`config.mk`:
```
export PLATFORM = sky130hd
export DESIGN_NAME = apb_cmd_queue
export DESIGN_NICKNAME = d
export VERILOG_FILES = /design/src/rtl/apb_cmd_pkg.sv /design/src/rtl/apb_cmd_fifo.sv /design/src/rtl/apb_cmd_queue.sv
export SDC_FILE = /design/constraint.sdc
export NUM_CORES = 1
export LEC_CHECK = 0
export CORE_AREA = 2 2 146 148
export DETAILED_ROUTE_END_ITERATION = 10
export DIE_AREA = 0 0 148 150
export PLACE_DENSITY = 0.69
export SETUP_SLACK_MARGIN = 0.2
export SLEW_MARGIN = 15
export SYNTH_ARGS = -nofsm -noshare
export SYNTH_HDL_FRONTEND = slang
export SYNTH_SLANG_ARGS = --single-unit
export TNS_END_PERCENT = 10
```
`constraint.sdc`:
```
create_clock -name PCLK -period 5.6 [get_ports PCLK]
set_input_delay 1.12 -clock PCLK [delete_from_list [all_inputs] [get_ports PCLK]]
set_output_delay 1.12 -clock PCLK [all_outputs]
set_load 0.02 [all_outputs]
```
`src/rtl/apb_cmd_pkg.sv`:
```
// Shared types and default sizing for the APB command queue and its FIFO.
package apb_cmd_pkg;

  localparam int DEF_DEPTH   = 4;
  localparam int DEF_ADDR_W  = 5;
  localparam int DEF_DATA_W  = 32;
  localparam int DEF_TIMEOUT = 16;

  typedef enum logic [2:0] {
    ST_IDLE,
    ST_ISSUE,
    ST_WAIT,
    ST_CAPT,
    ST_RESP
  } state_e;

  // Struct field widths follow the package defaults; the top is built at these widths.
  typedef struct packed {
    logic                  write;
    logic [DEF_ADDR_W-1:0] addr;
    logic [DEF_DATA_W-1:0] wdata;
  } cmd_t;

  typedef struct packed {
    logic                  write;
    logic [DEF_DATA_W-1:0] rdata;
    logic                  err;
  } rsp_t;

endpackage

```
`src/rtl/apb_cmd_fifo.sv`:
```
// Synchronous command FIFO with occupancy count; the head entry is readable
// combinationally so the sequencer can load it in the same cycle it pops.
module apb_cmd_fifo
  import apb_cmd_pkg::*;
#(
  parameter int DEPTH = DEF_DEPTH
) (
  input  logic                   clk,
  input  logic                   rst,
  input  logic                   push,
  input  logic                   pop,
  input  cmd_t                   din,
  output cmd_t                   dout,
  output logic                   full,
  output logic                   empty,
  output logic [$clog2(DEPTH):0] level
);

  localparam int PW = $clog2(DEPTH);
  localparam int LW = PW + 1;

  cmd_t            mem [DEPTH];
  logic [PW-1:0]   wr_ptr_q;
  logic [PW-1:0]   rd_ptr_q;
  logic [LW-1:0]   count_q;
  logic            do_push;
  logic            do_pop;

  assign full    = (count_q == LW'(DEPTH));
  assign empty   = (count_q == '0);
  assign level   = count_q;
  assign dout    = mem[rd_ptr_q];
  assign do_push = push & ~full;
  assign do_pop  = pop & ~empty;

  // Storage carries no reset; only the pointers and count define validity.
  always_ff @(posedge clk) begin
    if (do_push) begin
      mem[wr_ptr_q] <= din;
    end
  end

  always_ff @(posedge clk or posedge rst) begin
    if (rst) begin
      wr_ptr_q <= '0;
      rd_ptr_q <= '0;
      count_q  <= '0;
    end else begin
      if (do_push) wr_ptr_q <= wr_ptr_q + 1'b1;
      if (do_pop)  rd_ptr_q <= rd_ptr_q + 1'b1;
      case ({do_push, do_pop})
        2'b10:   count_q <= count_q + 1'b1;
        2'b01:   count_q <= count_q - 1'b1;
        default: count_q <= count_q;
      endcase
    end
  end

endmodule

```
`src/rtl/apb_cmd_queue.sv`:
```
// Buffers host read/write commands and issues them one at a time to the APB
// master's user interface, returning one response per command (or per timeout).
module apb_cmd_queue
  import apb_cmd_pkg::*;
#(
  parameter int DEPTH   = DEF_DEPTH,
  parameter int ADDR_W  = DEF_ADDR_W,
  parameter int DATA_W  = DEF_DATA_W,
  parameter int TIMEOUT = DEF_TIMEOUT
) (
  input  logic                   PCLK,
  input  logic                   PRESET,
  input  logic                   cmd_valid,
  output logic                   cmd_ready,
  input  logic                   cmd_write,
  input  logic [ADDR_W-1:0]      cmd_addr,
  input  logic [DATA_W-1:0]      cmd_wdata,
  output logic                   rsp_valid,
  input  logic                   rsp_ready,
  output logic                   rsp_write,
  output logic [DATA_W-1:0]      rsp_rdata,
  output logic                   rsp_err,
  output logic                   Transfer,
  output logic                   Wr_Rd,
  output logic [ADDR_W-1:0]      Address,
  output logic [DATA_W-1:0]      write_data,
  input  logic [DATA_W-1:0]      read_data,
  input  logic                   xfer_done,
  input  logic                   xfer_err,
  output logic [$clog2(DEPTH):0] level
);

  localparam int CNT_W = $clog2(TIMEOUT);

  state_e              state_q;
  logic                transfer_q;
  logic                wr_rd_q;
  logic [ADDR_W-1:0]   addr_q;
  logic [DATA_W-1:0]   wdata_q;
  logic [CNT_W-1:0]    cnt_q;
  logic                err_q;
  logic                timeout_q;
  logic                rsp_valid_q;
  rsp_t                rsp_q;

  cmd_t                fifo_din;
  cmd_t                fifo_head;
  logic                fifo_full;
  logic                fifo_empty;
  logic                fifo_push;
  logic                fifo_pop;

  always_comb begin
    fifo_din       = '0;
    fifo_din.write = cmd_write;
    fifo_din.addr  = cmd_addr;
    fifo_din.wdata = cmd_wdata;
  end

  // A pop in the same cycle never frees a slot while full: ready is purely !full.
  assign cmd_ready = ~fifo_full;
  assign fifo_push = cmd_valid & ~fifo_full;
  assign fifo_pop  = (state_q == ST_IDLE) & ~fifo_empty;

  apb_cmd_fifo #(
    .DEPTH (DEPTH)
  ) u_fifo (
    .clk   (PCLK),
    .rst   (PRESET),
    .push  (fifo_push),
    .pop   (fifo_pop),
    .din   (fifo_din),
    .dout  (fifo_head),
    .full  (fifo_full),
    .empty (fifo_empty),
    .level (level)
  );

  always_ff @(posedge PCLK or posedge PRESET) begin
    if (PRESET) begin
      state_q     <= ST_IDLE;
      transfer_q  <= 1'b0;
      wr_rd_q     <= 1'b0;
      addr_q      <= '0;
      wdata_q     <= '0;
      cnt_q       <= '0;
      err_q       <= 1'b0;
      timeout_q   <= 1'b0;
      rsp_valid_q <= 1'b0;
      rsp_q       <= '0;
    end else begin
      transfer_q <= 1'b0;
      case (state_q)
        ST_IDLE: begin
          if (!fifo_empty) begin
            wr_rd_q    <= fifo_head.write;
            addr_q     <= fifo_head.addr;
            wdata_q    <= fifo_head.wdata;
            transfer_q <= 1'b1;
            state_q    <= ST_ISSUE;
          end
        end
        ST_ISSUE: begin
          cnt_q     <= '0;
          err_q     <= 1'b0;
          timeout_q <= 1'b0;
          state_q   <= ST_WAIT;
        end
        ST_WAIT: begin
          if (xfer_done) begin
            err_q   <= xfer_err;
            state_q <= ST_CAPT;
          end else if (cnt_q == CNT_W'(TIMEOUT - 1)) begin
            err_q     <= 1'b1;
            timeout_q <= 1'b1;
            state_q   <= ST_CAPT;
          end else begin
            cnt_q <= cnt_q + 1'b1;
          end
        end
        ST_CAPT: begin
          // Master registers PRDATA on completion, so read_data is valid here.
          rsp_q.write <= wr_rd_q;
          rsp_q.err   <= err_q;
          rsp_q.rdata <= (!wr_rd_q && !timeout_q) ? read_data : '0;
          rsp_valid_q <= 1'b1;
          state_q     <= ST_RESP;
        end
        ST_RESP: begin
          if (rsp_ready) begin
            rsp_valid_q <= 1'b0;
            state_q     <= ST_IDLE;
          end
        end
        default: state_q <= ST_IDLE;
      endcase
    end
  end

  assign Transfer   = transfer_q;
  assign Wr_Rd      = wr_rd_q;
  assign Address    = addr_q;
  assign write_data = wdata_q;
  assign rsp_valid  = rsp_valid_q;
  assign rsp_write  = rsp_q.write;
  assign rsp_rdata  = rsp_q.rdata;
  assign rsp_err    = rsp_q.err;

endmodule

```
==> flow_summary.toml <==
[detailed_routing]
drt_iter0_drc = 204
post-route-drc-count = 0
drtPass1Iterations = 4
postRouteAntennaNets = 0
wl_per_cell_um = 18.4
routed_wl_um = 17700
vias = 4879
vias_per_cell = 5.07

[global_route]
grt_max_degree = 91
grt_pass1_wl_um = 27800
grt_pass1_vias = 5222
overflow = 0
grtUsageTotal_pct = 16.2
antenna_found_initial = 0

[yosys]
yosysSeqAreaShare_pct = 74.2
synth_top_area_share_pct = 49.7
synth_edf_count = 152
yosysTopAreaCell = "edfxtp_1"
ys_ff_latch = 242
synth_cell_type_count = 39
synth-async-reset-ratio_pct = 37.2
synth_cells = 511
syn_area_um2 = 9190
syn_nets = 594
yosys_warnings = 0
synthTopCellsByArea = "edfxtp_1 (50%), dfrtp_1 (25%), mux4_2 (9.3%), mux2_2 (5.1%), nand2_1 (2.9%)"
synth-main-ff-cell = "edfxtp_1"
syn_area_per_cell_um2 = 18.0

[layout]
nFillCells = 1591
regArea_um2 = 6820
final_cell_mix = "clkdlybuf4s50_1 (153), edfxtp_1 (152), dfrtp_1 (88), nand2_1 (69), mux2_2 (42)"
nets = 750
multi_input_area_um2 = 2190
areaGrowthSynthToFinish_pct = 28.5
drive_gt1_share_pct = 19.4
antenna_cells = 0
final_cell_area_um2 = 11800
layout_commonest_cell = "clkdlybuf4s50_1"

[critical_path]
rrSetupSlack_ns = 2.53
critPathLaunchType = "flop"
crit_fanout = 6
worstSetupPathType = "flop to output pin"
critPathArrivalTime_ns = 2.00
cp.required_ns = 4.48
cp-end-kind = "output pin"

[die]
die-height_um = 150
initial_utilization_pct = 44.4
die_area_um2 = 22200
num_rows = 53
ios = 154
die_w_um = 148
core_area_um2 = 20700

[run_status]
outcome = "completed"

[place]
dpl-instance-area_um2 = 10900
place_congestion = 0.782
hpwlAfterDp_um = 10800
io_buffers = 153

[pwr]
pwr-share-seq_pct = 40.6
total_power_mw = 6.99
swShare_pct = 31.5
p_leak_nw = 4.34
powerDensity_nw_per_um2 = 592
p_switching_mw = 2.20
p_int_mw = 4.79
power_frac_clock_pct = 24.7
ir_drop_uv = 309
combPwrFrac_pct = 34.7

[clock_tree]
ctsHtreeMaxLevel = 1
cts_buffers = 26
cts_setup_buffers = 0
cts-root-buf = "clkbuf_16"
clock_path_buffers = 3
cts_tree = "built"
path_clk_slew_ns = 0.06
cts_hold_buf = 0
ctsResizeCount = 0
clock_sinks = 242
clk_latency_ns = 0.53

[sta]
rsz0062_at_grt = "false"
fmax_mhz = 320
worst_slew_pin_slew_ns = 1.14
maxSlewHeadroom_pct = 23.6
clock_skew_ns = 0.00694
fin_tns_setup_ns = 0
min_period_ns = 3.12
finalMaxSlewViolations = 0
min_period_over_period_pct = 55.7
finalSetupViolCount = 0
finalHoldViolCount = 0

[run]
maxCapViolations = 0

[hold_path]
hold_class = "flop to flop"
[worst max-delay path: stages, from the launching register on]
cell             delay [ns]
dfrtp_1                0.45
or3b_1                 0.45
clkdlybuf4s50_1        0.58
[registers in the layout, indices dropped and copies added (netlist names)]
| register | cells |
|---|---|
| Transfer | 1 |
| state_q | 3 |
| rsp_valid | 1 |
| u_fifo.mem | 152 |
| rsp_err | 1 |
| u_fifo.level | 3 |
| err_q | 1 |
| rsp_write | 1 |
| Wr_Rd | 1 |
| u_fifo.rd_ptr_q | 2 |
| u_fifo.wr_ptr_q | 2 |
| Address | 5 |
| write_data | 32 |
| cnt_q | 4 |
| timeout_q | 1 |
| rsp_rdata | 32 |
[routing by layer]
metal	part of all wire [%]	global-route usage [%]
met5	0	0
met4	1.3	4.00
met3	6.2	3.69
met2	49	28.1
met1	43	20.8
[cell usage after synthesis (2+ instances only)]
cell      number
edfxtp_1     152
dfrtp_1       90
nand2_1       70
mux2_2        42
mux4_2        38
o21ai_0       32
clkbuf_1      10
buf_2          8
inv_1          8
ha_1           6
buf_6          5
xnor2_1        5
and3_1         4
buf_4          4
mux2i_1        4
nor2_1         4
nand3_1        3
a21oi_1        2
nand3b_1       2
nor3_1         2
or3b_1         2
[final cells by class]
type,count,share of cell area [%]
clock inverter,10,1.19
inverter,8,0.297
sequential,242,57.7
clock buffer,38,6.24
multi-input combinational,234,18.5
timing repair buffer,155,13.1
tap,275,2.91
[per-stage QoR]
| stage | setup WS (ns) | cells | utilization [%] | hold slack [ns] |
|---|---|---|---|---|
| global placement | 2.61 | 914 | 52.8 | 0.464 |
| global route | 2.32 | 962 | 57.1 | 0.501 |
| floorplan | 2.14 | 511 | - | 0.465 |
| detailed placement | 2.51 | 914 | 52.8 | 0.473 |
| finish | 2.48 | 962 | 57.1 | 0.484 |
| CTS | 2.45 | 962 | 57.1 | 0.486 |
[cell families after synthesis]
family	share of synthesized area, %
flops	74.2
simple gates	4.77
mux	14.9
compound gates	2.44
buf+inv	2.11
fa+ha+maj	1.03
xor+xnor	0.572
[path summary, 6_finish.rpt]
path / from / end / depth (start not counted)
max in group asynchronous: PRESET / u_fifo.rd_ptr_q[0] / 2
worst min-delay path: rsp_rdata[3] / rsp_rdata[3] / 2
worst max register to register: u_fifo.level[1] / u_fifo.level[2] / 8
worst min register to register: rsp_rdata[3] / rsp_rdata[3] / 2
worst max-delay path: u_fifo.level[0] / cmd_ready / 2
min in group asynchronous: PRESET / rsp_rdata[15] / 2
[power by group through the flow]
stage               logic, mW  clock network [mW]  registers (mW)
finish                   2.43                1.72            2.84
global route             2.61                1.84            2.91
CTS                      2.47                1.76            2.85
detailed placement       2.46                   0            2.88
global placement         2.41                   0            2.85
floorplan                1.33                   0            3.06
Power figures use the tool's default switching activity.
==> edit (same settings) <==
The package constant `DEF_DATA_W` goes from 32 to 40.
--- a/src/rtl/apb_cmd_pkg.sv
+++ b/src/rtl/apb_cmd_pkg.sv
@@ -3,7 +3,7 @@
 
   localparam int DEF_DEPTH   = 4;
   localparam int DEF_ADDR_W  = 5;
-  localparam int DEF_DATA_W  = 32;
+  localparam int DEF_DATA_W  = 40;
   localparam int DEF_TIMEOUT = 16;
 
   typedef enum logic [2:0] {
Ports: changed (resized cmd_wdata, read_data, rsp_rdata and write_data); port bits go from 154 to 186. No check against the original RTL was run, so the function may have changed too.
==> edit against the original RTL <==
- sequential cell count grew 48
- total power grew 14%
- worst hold slack worse by 1.6 ps
- design area rose by 19%
- critical endpoint unchanged
- clock skew grew 3.7 ps
- largest cell class unchanged
- wire length rose by 17%
- cell count rose by 14%
- setup slack worse by 56 ps
- area after synthesis grew 20%
==> edit: results (changes against the original RTL) <==
Logic synthesis
  • Number of synthesized flops with an enable pin: 184 (+21%)
  • Syn_nets: 709 (+19%)
  • Synth area leaders: edfxtp_1 (50%), dfrtp_1 (24%), mux4_2 (9.4%), mux2_2 (3.1%), nand2_1 (2.9%)
  • Async S/R FF share, synth: 36.6% (-0.64 points)
  • Synth Area in Compound Gates: 2.69% (+0.25 points)
  • Synth cell count leaders: edfxtp_1 (184), dfrtp_1 (106), nand2_1 (84), mux4_2 (46), o21ai_0 (43)
  • Adder-Cell Fraction of Synth Area: 0.863% (-0.17 points)
  • Mux share of post-synthesis cell area: 15.4% (+0.48 points)
  • Netlist cell types: 41 (+5.1%)
  • Post-Synth XOR/XNOR Area: 0.477% (-0.095 points)
  • Post-synthesis sequential area ratio: 74.2% (about the same)
  • Avg Cell Area, Syn: 18.1 sq um (+0.46%)

Global routing
  • Global-route wire length before repair: 32.9 mm (+19%)
  • GRT Util Overall: 19.0% (+2.9 points)
  • Vias in the first global route: 6122 (+17%)
  • Largest net degree at the start of global routing: 82 (-9.9%)

Finish
  • Max reg flops: 184 (+21%)
  • Nets: 902 (+20%)
  • Share of layout cells above drive strength 1: 19.6% (+0.28 points)

Place
  • Port Buffers: 185 (+21%)
  • Place WS: 2580 ps (+72.0 ps)
  • Detail Placement HPWL: 13.0 mm (+21%)
  • RePlAce Congestion: 0.808 (+3.3%)
  • Inst Count DP: 1047 (+15%)

Clock tree
  • CTS Buf Count: 29 (+12%)
  • Root Buffer: clkbuf_16

Setup path
  • CP arrival: 2060 ps (+60 ps)
  • CP Max Fanout: 6 (unchanged)

Routing
  • Starting DRT DRC Count: 403 (+98%)
  • Drt first pass iters: 5 (+1)
  • Final WL: 20.8 mm (+17%)

Timing
  • Max Clock Skew: 10.6 ps (+3.68 ps)

Status
  • Status: finished, final reports clean

Power
  • Peak VDD IR: 0.000462 V (+50%)
==> edit: changes by cell type after synthesis, moves of 3 or more <==
cell and delta:
nand2_1 +14, mux4_2 +8, mux2_2 -12, dfrtp_1 +16
o21ai_0 +11, buf_1 +3, mux2_4 +20, clkbuf_1 +5
edfxtp_1 +32, a21oi_1 +5
==> edit: metal layers <==
metal  GRT usage [%]  vias up  share of wire [%]
met5               0        -                  0
met3            3.48       25                7.0
li1                -     2676                  -
met4            4.24        0                1.4
met2            32.9      206                 50
met1            25.6     2858                 42
==> edit: report_power, final <==
part | leakage [uW] | internal (uW) | switching [uW] | total [uW]
Combinational | 0.00182 | 1510 | 1330 | 2840
Sequential | 0.00299 | 2940 | 416 | 3360
Clock | 0.000457 | 1040 | 758 | 1800
Total | 0.00527 | 5490 | 2510 | 8000
==> edit: worst max-delay path, stage by stage, from the launching register on <==
cell and delay (ps):
dfrtp_1 440, or3b_1 510, clkdlybuf4s50_1 580
==> edit: final cells by class <==
type,count,area (sq um)
Inverter,10,40.0
Sequential cell,290,8180
Clock inverter,17,109
Tap cell,275,344
Timing Repair Buffer,193,1910
Fill cell,1383,6660
Multi-Input combinational cell,279,2660
Clock buffer,36,792
==> edit: worst paths after layout <==
kind,from,to,slack [ps],cells past startpoint
worst max-delay path,u_fifo.level[0],cmd_ready,2420,2
worst min-delay path,rsp_rdata[24],rsp_rdata[24],480,2
worst max register to register,u_fifo.level[0],u_fifo.level[2],2800,8
worst min register to register,rsp_rdata[24],rsp_rdata[24],480,2
max in group asynchronous,PRESET,u_fifo.rd_ptr_q[1],3380,3
min in group asynchronous,PRESET,rsp_rdata[24],1150,2
